**src/rtl/ifft_pkg.sv**
```systemverilog
// ifft_pkg: shared constants, stage geometry and twiddle ROM for the 8-point SDF inverse FFT.
package ifft_pkg;
  localparam int DBW = 8;
  localparam int TBW = 6;
  localparam int FFT_N = 8;
  localparam int FFT_LOG2N = 3;
  localparam int CBW = FFT_LOG2N;
  localparam int STAGE_D [3] = '{4, 2, 1};
  localparam int STAGE_LAT [3] = '{0, 4, 6};
  // Conjugate twiddle W8^-k in Q1.(tbw-2): 1, (c+jc), j, (-c+jc)
  function automatic int tw(input int k, input int tbw, input bit im);
    int one, c;
    one = 1 << (tbw - 2);
    c = (7071 * one + 5000) / 10000;
    return im ? (k == 0 ? 0 : k == 2 ? one : c) : (k == 0 ? one : k == 1 ? c : k == 2 ? 0 : -c);
  endfunction
endpackage

```
**src/rtl/ifft_sdf_stage.sv**
```systemverilog
// ifft_sdf_stage: one radix-2 SDF stage with feedback delay D, halving butterfly and conjugate twiddle.
module ifft_sdf_stage import ifft_pkg::*; #(
  parameter int DBW = 8,
  parameter int TBW = 6,
  parameter int D = 4
) (
  input  logic               clk,
  input  logic               rst,
  input  logic               en,
  input  logic               vin,
  input  logic [CBW-1:0]     idx,
  input  logic [2*DBW-1:0]   x,
  output logic               vout,
  output logic [2*DBW-1:0]   y
);
  localparam int LD = $clog2(D);
  localparam int K = FFT_N / (2 * D);
  localparam int PW = DBW + TBW + 2;
  localparam logic signed [TBW-1:0] WR [4] = '{TBW'(tw(0, TBW, 1'b0)), TBW'(tw(1, TBW, 1'b0)),
                                               TBW'(tw(2, TBW, 1'b0)), TBW'(tw(3, TBW, 1'b0))};
  localparam logic signed [TBW-1:0] WI [4] = '{TBW'(tw(0, TBW, 1'b1)), TBW'(tw(1, TBW, 1'b1)),
                                               TBW'(tw(2, TBW, 1'b1)), TBW'(tw(3, TBW, 1'b1))};
  logic [2*DBW-1:0] dl [D];
  logic [2*DBW-1:0] head, push, sum, dif;
  logic signed [DBW:0] ar, ai, br, bi, sr, si, dr, di;
  logic signed [PW-1:0] wr, wi, pr, pi;
  logic [1:0] tk;
  logic bf;
  // Second half of each 2D block: butterfly against the delayed first half
  always_comb begin
    head = dl[D-1];
    bf = idx[LD];
    tk = 2'((idx & CBW'(D - 1)) * CBW'(K));
    ar = {head[DBW-1], head[DBW-1:0]};
    ai = {head[2*DBW-1], head[2*DBW-1:DBW]};
    br = {x[DBW-1], x[DBW-1:0]};
    bi = {x[2*DBW-1], x[2*DBW-1:DBW]};
    sr = ar + br;
    si = ai + bi;
    dr = ar - br;
    di = ai - bi;
    wr = PW'(WR[tk]);
    wi = PW'(WI[tk]);
    pr = PW'(dr) * wr - PW'(di) * wi;
    pi = PW'(dr) * wi + PW'(di) * wr;
    sum = {DBW'(si >>> 1), DBW'(sr >>> 1)};
    dif = tk[0] ? {DBW'(pi >>> (TBW - 1)), DBW'(pr >>> (TBW - 1))}
        : tk[1] ? {DBW'(dr >>> 1), DBW'((-di) >>> 1)}
        : {DBW'(di >>> 1), DBW'(dr >>> 1)};
    push = bf ? dif : x;
    y = bf ? sum : head;
  end
  always_ff @(posedge clk)
    if (en) begin
      dl[0] <= push;
      for (int i = 1; i < D; i++) dl[i] <= dl[i-1];
    end
  always_ff @(posedge clk)
    if (rst) vout <= 1'b0;
    else if (en && vin && idx == CBW'(D - 1)) vout <= 1'b1;
endmodule

```
**src/rtl/ifft_8.sv**
```systemverilog
// ifft_8: 8-point streaming radix-2 SDF inverse FFT with built-in 1/N scaling.
// Define IFFT_REORDER_EN for natural-order output via a ping-pong buffer; otherwise bit-reversed order.
module ifft_8 import ifft_pkg::*; #(
  parameter int DBW = ifft_pkg::DBW,
  parameter int TBW = ifft_pkg::TBW
) (
  input  logic             clk,
  input  logic             rst,
  input  logic             clear,
  input  logic             in_valid,
  input  logic [2*DBW-1:0] din,
  output logic             dout_valid,
  output logic             dout_first,
  output logic [2*DBW-1:0] dout
);
  logic [CBW-1:0] cnt, i1, i2, i3, oi;
  logic en, srst, v1, v2, v3, ov;
  logic [2*DBW-1:0] y1, y2, y3, od;
  // Each stage sees the sample index of its own input stream
  always_comb begin
    en = in_valid & ~clear;
    srst = rst | clear;
    i1 = cnt - CBW'(STAGE_LAT[0]);
    i2 = cnt - CBW'(STAGE_LAT[1]);
    i3 = cnt - CBW'(STAGE_LAT[2]);
    oi = cnt + 1'b1;
  end
  ifft_sdf_stage #(.DBW(DBW), .TBW(TBW), .D(STAGE_D[0])) u_s1 (
    .clk(clk), .rst(srst), .en(en), .vin(1'b1), .idx(i1), .x(din), .vout(v1), .y(y1));
  ifft_sdf_stage #(.DBW(DBW), .TBW(TBW), .D(STAGE_D[1])) u_s2 (
    .clk(clk), .rst(srst), .en(en), .vin(v1), .idx(i2), .x(y1), .vout(v2), .y(y2));
  ifft_sdf_stage #(.DBW(DBW), .TBW(TBW), .D(STAGE_D[2])) u_s3 (
    .clk(clk), .rst(srst), .en(en), .vin(v2), .idx(i3), .x(y2), .vout(v3), .y(y3));
`ifdef IFFT_REORDER_EN
  logic [2*DBW-1:0] mem [2][FFT_N];
  logic [CBW-1:0] wa;
  logic bank, rv;
  // Fill one bank at bit-reversed address while the other drains in natural order
  always_comb begin
    wa = {oi[0], oi[1], oi[2]};
    ov = rv;
    od = mem[~bank][oi];
  end
  always_ff @(posedge clk)
    if (en && v3) mem[bank][wa] <= y3;
  always_ff @(posedge clk)
    if (srst) begin
      bank <= 1'b0;
      rv <= 1'b0;
    end else if (en && v3 && oi == CBW'(FFT_N - 1)) begin
      bank <= ~bank;
      rv <= 1'b1;
    end
`else
  always_comb begin
    ov = v3;
    od = y3;
  end
`endif
  always_ff @(posedge clk)
    if (srst) begin
      cnt <= '0;
      dout_valid <= 1'b0;
      dout_first <= 1'b0;
      dout <= '0;
    end else begin
      if (in_valid) cnt <= cnt + 1'b1;
      dout_valid <= in_valid && ov;
      dout_first <= in_valid && ov && oi == '0;
      if (in_valid) dout <= od;
    end
endmodule
```
**config.mk**
```make
export PLATFORM = sky130hd
export DESIGN_NAME = ifft_8
export DESIGN_NICKNAME = d
export VERILOG_FILES = /design/src/rtl/ifft_pkg.sv /design/src/rtl/ifft_sdf_stage.sv /design/src/rtl/ifft_8.sv
export SDC_FILE = /design/constraint.sdc
export NUM_CORES = 1
export LEC_CHECK = 0
export ABC_CLOCK_PERIOD_IN_PS = 8500
export CORE_ASPECT_RATIO = 0.7
export CORE_MARGIN = 2
export CORE_UTILIZATION = 60
export CTS_BUF_LIST = sky130_fd_sc_hd__clkbuf_8
export CTS_CLUSTER_SIZE = 8
export DETAILED_ROUTE_END_ITERATION = 7
export HOLD_SLACK_MARGIN = 0.1
export MAX_ROUTING_LAYER = met4
export PLACE_DENSITY = 0.78
export SYNTH_ARGS = -nofsm -noshare
export SYNTH_HDL_FRONTEND = slang
export SYNTH_HIERARCHICAL = 1
export SYNTH_SLANG_ARGS = --single-unit
```
**constraint.sdc**
```tcl
create_clock -name clk -period 8.5 [get_ports clk]
set_input_delay 1.275 -clock clk [delete_from_list [all_inputs] [get_ports clk]]
set_output_delay 1.275 -clock clk [all_outputs]
set_load 0.05 [all_outputs]
```
==> flow_summary.yaml, run 1 <==
outcome:
  outcome: "completed"
routing:
  postRouteAntennaNets: 0
  first_pass_iters: 5
  dr.first_iter.drc_count: 1179
  num_vias: 11800
  drcViolationCount: 0
  wl_per_cell_um: 18.0
  vias_per_cell: 5.61
  drt-total-wl_um: 37800
sta:
  drv_slew: 0
  worstMarginPinSlew_ns: 1.14
  fmax_ghz: 0.122
  hold_violations: 0
  post-route-period-util: 0.968
  final.setup.worst_slack_ns: 0.274
  rsz0062_at_grt: "false"
  finClkSkew_ns: 0.0188
  slew_headroom: 0.234
  period_minus_slack_ns: 8.23
  setup_violations: 0
  tns_ns: 0
synth:
  ys_ff_latch: 136
  synthCells: 1699
  yosys.area.top_type: "edfxtp_1"
  avgSynthCellArea_um2: 9.31
  synth.most_common_cell: "inv_1"
  synth_common_cells: "inv_1 (279), ha_1 (195), nor2_1 (152)"
  synthTopCellsByArea: "edfxtp_1 (21%), fa_1 (17%), ha_1 (15%)"
  netlist.area_leader.share: 0.213
  netlist_area_um2: 15800
  synth_ff_type: "edfxtp_1"
  ys_seq_area_frac: 0.243
  synth-edff-count: 112
  synth.distinct_cells: 91
  synth_nets: 2048
  synthesis.yosys.warnings: 6
  ys_async_sr_fraction: 0
critical_path:
  worstReg2RegEnd: "u_s1/dl[0][6]"
  crit_required_ns: 8.70
  critical_path_arrival_ns: 8.42
  crit_top_cell: "fa_1"
  crit_family: "adder cells"
  endpoint_kind: "register"
  worst-r2r-cell-count: 27
  critPathMaxStageDelay_ns: 0.56
  critPathBufInv: 6
  crit_path_start_kind: "input pin"
  crit_type: "input pin to register"
  cp_slowest_cell: "fa_1"
  path_max_fanout: 5
  reg2reg_slack_ns: 1.15
  r2r-start: "u_s1/dl[3][0]"
cts:
  cts-root-buf: "clkbuf_8"
  post_cts.repair.setup_buffers: 0
  cts_buffer_depth: 2
  cts_resized: 0
  numCtsBuffers: 17
  htree_num_levels: 4
  clock_latency_ns: 0.48
  cts_sinks: 136
  path_clk_slew_ns: 0.09
  cts-hold-fix-buffers: 0
  tritoncts: "yes"
final_layout:
  layout-drive-gt1-share: 0.0749
  nFillCells: 2051
  fin_cells: 2105
  finish.utilization: 0.664
  nets: 2084
  diodes: 0
  areaGrowthSynthToFinish_pct: 8.30
pwr:
  total_power_mw: 3.27
  p_leak_nw: 7.78
  p_per_area_nw_per_um2: 191
  ir_drop_uv: 157
grt:
  groute.usage.overall: 0.297
  grt_pass1_wl_um: 61900
  antenna_found_initial: 0
  first_global_vias: 11900
  grt_start_max_net_pins: 80
  grt.overflow.total: 0
floorplan:
  fp.dieArea_um2: 27700
  rows: 49
  io_pins: 38
  fp.coreArea_um2: 25800
  die_h_um: 140
  die_w_um: 198
  start_util: 0.613
placed_design:
  dp.cells: 2073
  hpwl_um: 29500
  globalplace.congestion: 0.935
  dpl_worst_slack_ns: -0.308
  portBuffers: 37
min_path:
  hold_path_class: "register to register"
  hold_end: "u_s1/dl[3][12]"
  min_path_cells: 0
  hp-start: "u_s1/dl[2][12]"
flow_run:
  max_cap_violations: 0
power by group:
part / internal (mW) / switching [mW]
Combinational: 0.857 / 1.08
Sequential: 0.751 / 0.0148
Clock: 0.314 / 0.259
Total: 1.92 / 1.35
cell usage in the layout (no fill, tap or decap), types with 9 or more instances in the layout:
cell type,instances
a21o_1,10
a21oi_1,95
a31oi_1,17
and2_1,38
buf_4,53
clkbuf_8,17
clkdlybuf4s50_1,37
dfxtp_1,21
edfxtp_1,112
fa_1,134
ha_1,195
inv_1,279
mux2i_1,35
nand2_1,106
nand2b_1,23
nand3_1,20
nor2_1,152
nor2b_1,18
nor3_1,29
o211ai_1,14
o21ai_0,42
o21ai_1,9
o21bai_1,13
or3_1,12
xnor2_1,76
xor2_1,26
how the worst max path moves through the flow:
stage / from / endpoint / cells after the start
3_5_place_dp: din[1] / u_s1/dl[0][6] / 27
4_1_cts: din[1] / u_s1/dl[0][6] / 27
5_1_grt: din[0] / u_s1/dl[0][6] / 27
3_3_place_gp: din[0] / u_s1/dl[0][6] / 27
2_1_floorplan: din[0] / u_s1/dl[0][7] / 25
6_report: din[1] / u_s1/dl[0][6] / 27
state kept, by name, summed over array words and instances (netlist names):
name	flops
u_s3/vout	1
cnt	3
dout_first	1
u_s1/dl	64
dout	16
u_s2/dl	32
u_s1/vout	1
dout_valid	1
u_s2/vout	1
u_s3/dl	16
area by class of cell:
cell class                 instances  area (um2)  share of cell area
timing repair buffer              90         768              0.0449
clock buffer                      17         234              0.0137
clock inverter                    15         184              0.0107
tap                              357         447              0.0261
multi-input combinational       1207       10600               0.618
sequential                       136        3850               0.225
inverter                         283        1060              0.0620
worst reg2reg max path, delay by kind of cell, from the launching register on:
kind / cells / cell delay [ns]
adders and majority gates: 9 / 3.91
AOI/OAI and AO/OA: 8 / 1.46
and+or+nand+nor: 2 / 0.54
buffers and inverters: 6 / 0.47
DFF: 1 / 0.43
xor gates and xnor gates: 2 / 0.27
metrics by stage:
stage / hold WS (ns) / area [um2]
final: 0.412 / 17100
after global routing: 0.420 / 17100
after CTS: 0.411 / 17100
after detailed placement: 0.405 / 16700
after global placement: 0.400 / 16700
after floorplan: 0.400 / 15800
layer usage:
layer | vias to the layer above | wire length, um | GRT usage
met1 | 5670 | 18600 | 0.443
met2 | 413 | 15500 | 0.412
met5 | - | 0 | -
li1 | 5696 | - | -
met4 | 0 | 444 | 0.0522
met3 | 33 | 3260 | 0.0708
kinds of logic after synthesis:
logic type               synth area share
buffers and inverters              0.0889
AND/OR/NAND/NOR                     0.138
flip-flops                          0.243
adder cells (fa/ha/maj)             0.324
XOR/XNOR                           0.0614
multiplexers                       0.0271
AO/OA/AOI/OAI                       0.118
other                            0.000237
No activity file was read; power rests on OpenSTA's default activity.
==> run 2, diff against run 1 <==
--- a/config.mk
+++ b/config.mk
@@ -5,7 +5,7 @@
 export SDC_FILE = /design/constraint.sdc
 export NUM_CORES = 1
 export LEC_CHECK = 0
-export ABC_CLOCK_PERIOD_IN_PS = 8500
+export ABC_CLOCK_PERIOD_IN_PS = 10100
 export CORE_ASPECT_RATIO = 0.7
 export CORE_MARGIN = 2
 export CORE_UTILIZATION = 60
==> constraint.sdc (replaced) <==
create_clock -name clk -period 10.1 [get_ports clk]
set_input_delay 1.515 -clock clk [delete_from_list [all_inputs] [get_ports clk]]
set_output_delay 1.515 -clock clk [all_outputs]
set_load 0.05 [all_outputs]
==> run 2 against run 1 <==
Clock-buffer cell count rose by 1. Global-route usage is 0.59 points lower. Setup slack gained 0.81 ns. Design area down 1.8%. Sequential share of layout area is 0.42 points higher. Routed wire length down 1.7%. Clock power down 22%. Clock skew about the same. Sequential cell count unchanged. Sequential power is 16% lower. Via count increased by 0.23%. Critical path type unchanged. Register-to-register slack better by 1.0 ns.
==> flow_summary.yaml, run 2 (synthesis results as in run 1) <==
sta:
  hold_violations: 0
  slew_headroom: 0.236
  drv_slew: 0
  whs_ns: 0.411
  setup_violations: 0
  tns_ns: 0
  period_minus_slack_ns: 9.02
  post-route-period-util: 0.893
  rsz0062_at_grt: "false"
  fmax_ghz: 0.111
  worstMarginPinSlew_ns: 1.13
  finClkSkew_ns: 0.0184
routing:
  wl_per_cell_um: 18.0
  drcViolationCount: 0
  vias_per_cell: 5.72
  postRouteAntennaNets: 0
  drt-total-wl_um: 37200
  first_pass_iters: 6
  num_vias: 11800
  dr.first_iter.drc_count: 1363
cts:
  cts-hold-fix-buffers: 0
  cts-root-buf: "clkbuf_8"
  clock_latency_ns: 0.47
  path_clk_slew_ns: 0.09
  cts_buffer_depth: 2
  cts_resized: 0
  htree_num_levels: 4
  numCtsBuffers: 17
  cts_sinks: 136
  tritoncts: "yes"
  post_cts.repair.setup_buffers: 0
grt:
  grt_pass1_wl_um: 60700
  grt.overflow.total: 0
  grt_start_max_net_pins: 83
  groute.usage.overall: 0.291
  antenna_found_initial: 0
  first_global_vias: 11600
final_layout:
  areaGrowthSynthToFinish_pct: 6.31
  layout-drive-gt1-share: 0.0561
  diodes: 0
  nets: 2048
  reg_top3: "u_s1/dl: 64 flops, u_s2/dl: 32 flops"
  top_register: "u_s1/dl"
  layout_commonest_cell: "inv_1"
  largest_reg_flops: 64
  mostFrequentLayoutCells: "inv_1 (281), ha_1 (195), nor2_1 (152), fa_1 (134), edfxtp_1 (112)"
  nFillCells: 2065
placed_design:
  globalplace.congestion: 0.924
  portBuffers: 37
  hpwl_um: 28400
pwr:
  ir_drop_uv: 131
  p_per_area_nw_per_um2: 153
  p_leak_nw: 7.60
critical_path:
  worst-r2r-cell-count: 27
  crit_type: "input pin to register"
  reg2reg_slack_ns: 2.17
  critical_path_arrival_ns: 9.23
  crit_required_ns: 10.32
  worstReg2RegEnd: "u_s1/dl[0][7]"
  path_max_fanout: 11
  endpoint_kind: "register"
  crit_path_start_kind: "input pin"
  r2r-start: "u_s1/dl[3][8]"
floorplan:
  fp.coreArea_um2: 25800
  die_h_um: 140
  start_util: 0.613
  rows: 49
  fp.dieArea_um2: 27700
  die_w_um: 198
  io_pins: 38
flow_run:
  max_cap_violations: 0
min_path:
  hold_end: "u_s1/dl[2][2]"
  hp-start: "u_s1/dl[1][2]"
  min_path_cells: 0
  hold_path_class: "register to register"
outcome:
  outcome: "completed"
run 2: through the flow:
stage	util	instance area, um2	std cells	worst slack, ns	power (mW)
floorplan	-	15800	1699	2.11	1.77
global placement	0.637	16400	2037	0.981	2.09
detailed placement	0.637	16400	2037	0.747	2.12
CTS	0.651	16800	2069	1.21	2.58
global route	0.651	16800	2069	0.671	2.78
finish	0.651	16800	2069	1.08	2.58
run 2: how the worst max path moves through the flow:
| stage | startpoint | endpoint | slack [ns] | depth (start not counted) |
|---|---|---|---|---|
| 2_1_floorplan | din[0] | u_s1/dl[0][7] | 2.11 | 25 |
| 3_3_place_gp | din[8] | u_s1/dl[0][7] | 0.98 | 25 |
| 4_1_cts | din[8] | u_s1/dl[0][7] | 1.21 | 27 |
| 6_report | din[8] | u_s1/dl[0][7] | 1.08 | 27 |
| 3_5_place_dp | din[8] | u_s1/dl[0][7] | 0.75 | 27 |
| 5_1_grt | din[8] | u_s1/dl[0][7] | 0.67 | 27 |
run 2: layout make-up:
class | instances | area (um2) | area share
Clock buffer | 18 | 248 | 0.0147
Clock inverter | 14 | 136 | 0.00811
Inverter | 283 | 1060 | 0.0632
Multi-Input combinational cell | 1207 | 10600 | 0.629
Sequential cell | 136 | 3850 | 0.229
Tap cell | 357 | 447 | 0.0266
Timing Repair Buffer | 54 | 498 | 0.0296
run 2: layer usage:
layer | up-vias | GRT usage | wire length (um)
met5 | - | - | 0
met4 | 0 | 0.0602 | 447
met3 | 40 | 0.0640 | 3170
met2 | 447 | 0.397 | 15300
met1 | 5727 | 0.441 | 18200
li1 | 5625 | - | -
run 2: report_power, final:
group | switching (mW) | total, mW | internal [mW]
logic | 0.850 | 1.49 | 0.638
clock network | 0.222 | 0.445 | 0.223
registers | 0.0152 | 0.647 | 0.632
run 2: worst max-delay path, cell delays in order:
cell and delay, ns:
clkdlybuf4s50_1 0.53, ha_1 0.21, inv_1 0.06, fa_1 0.45
a21oi_2 0.20, o21bai_1 0.09, xor2_1 0.71, nand2_1 0.27
inv_1 0.15, ha_1 0.24, ha_1 0.28, inv_1 0.05
fa_1 0.50, fa_1 0.51, fa_1 0.54, inv_1 0.05
fa_1 0.50, inv_1 0.05, ha_1 0.23, or3_1 0.38
a311oi_1 0.41, o21ai_1 0.25, a31o_1 0.26, a21oi_1 0.34
o21bai_1 0.13, xnor2_1 0.19, o221ai_2 0.12
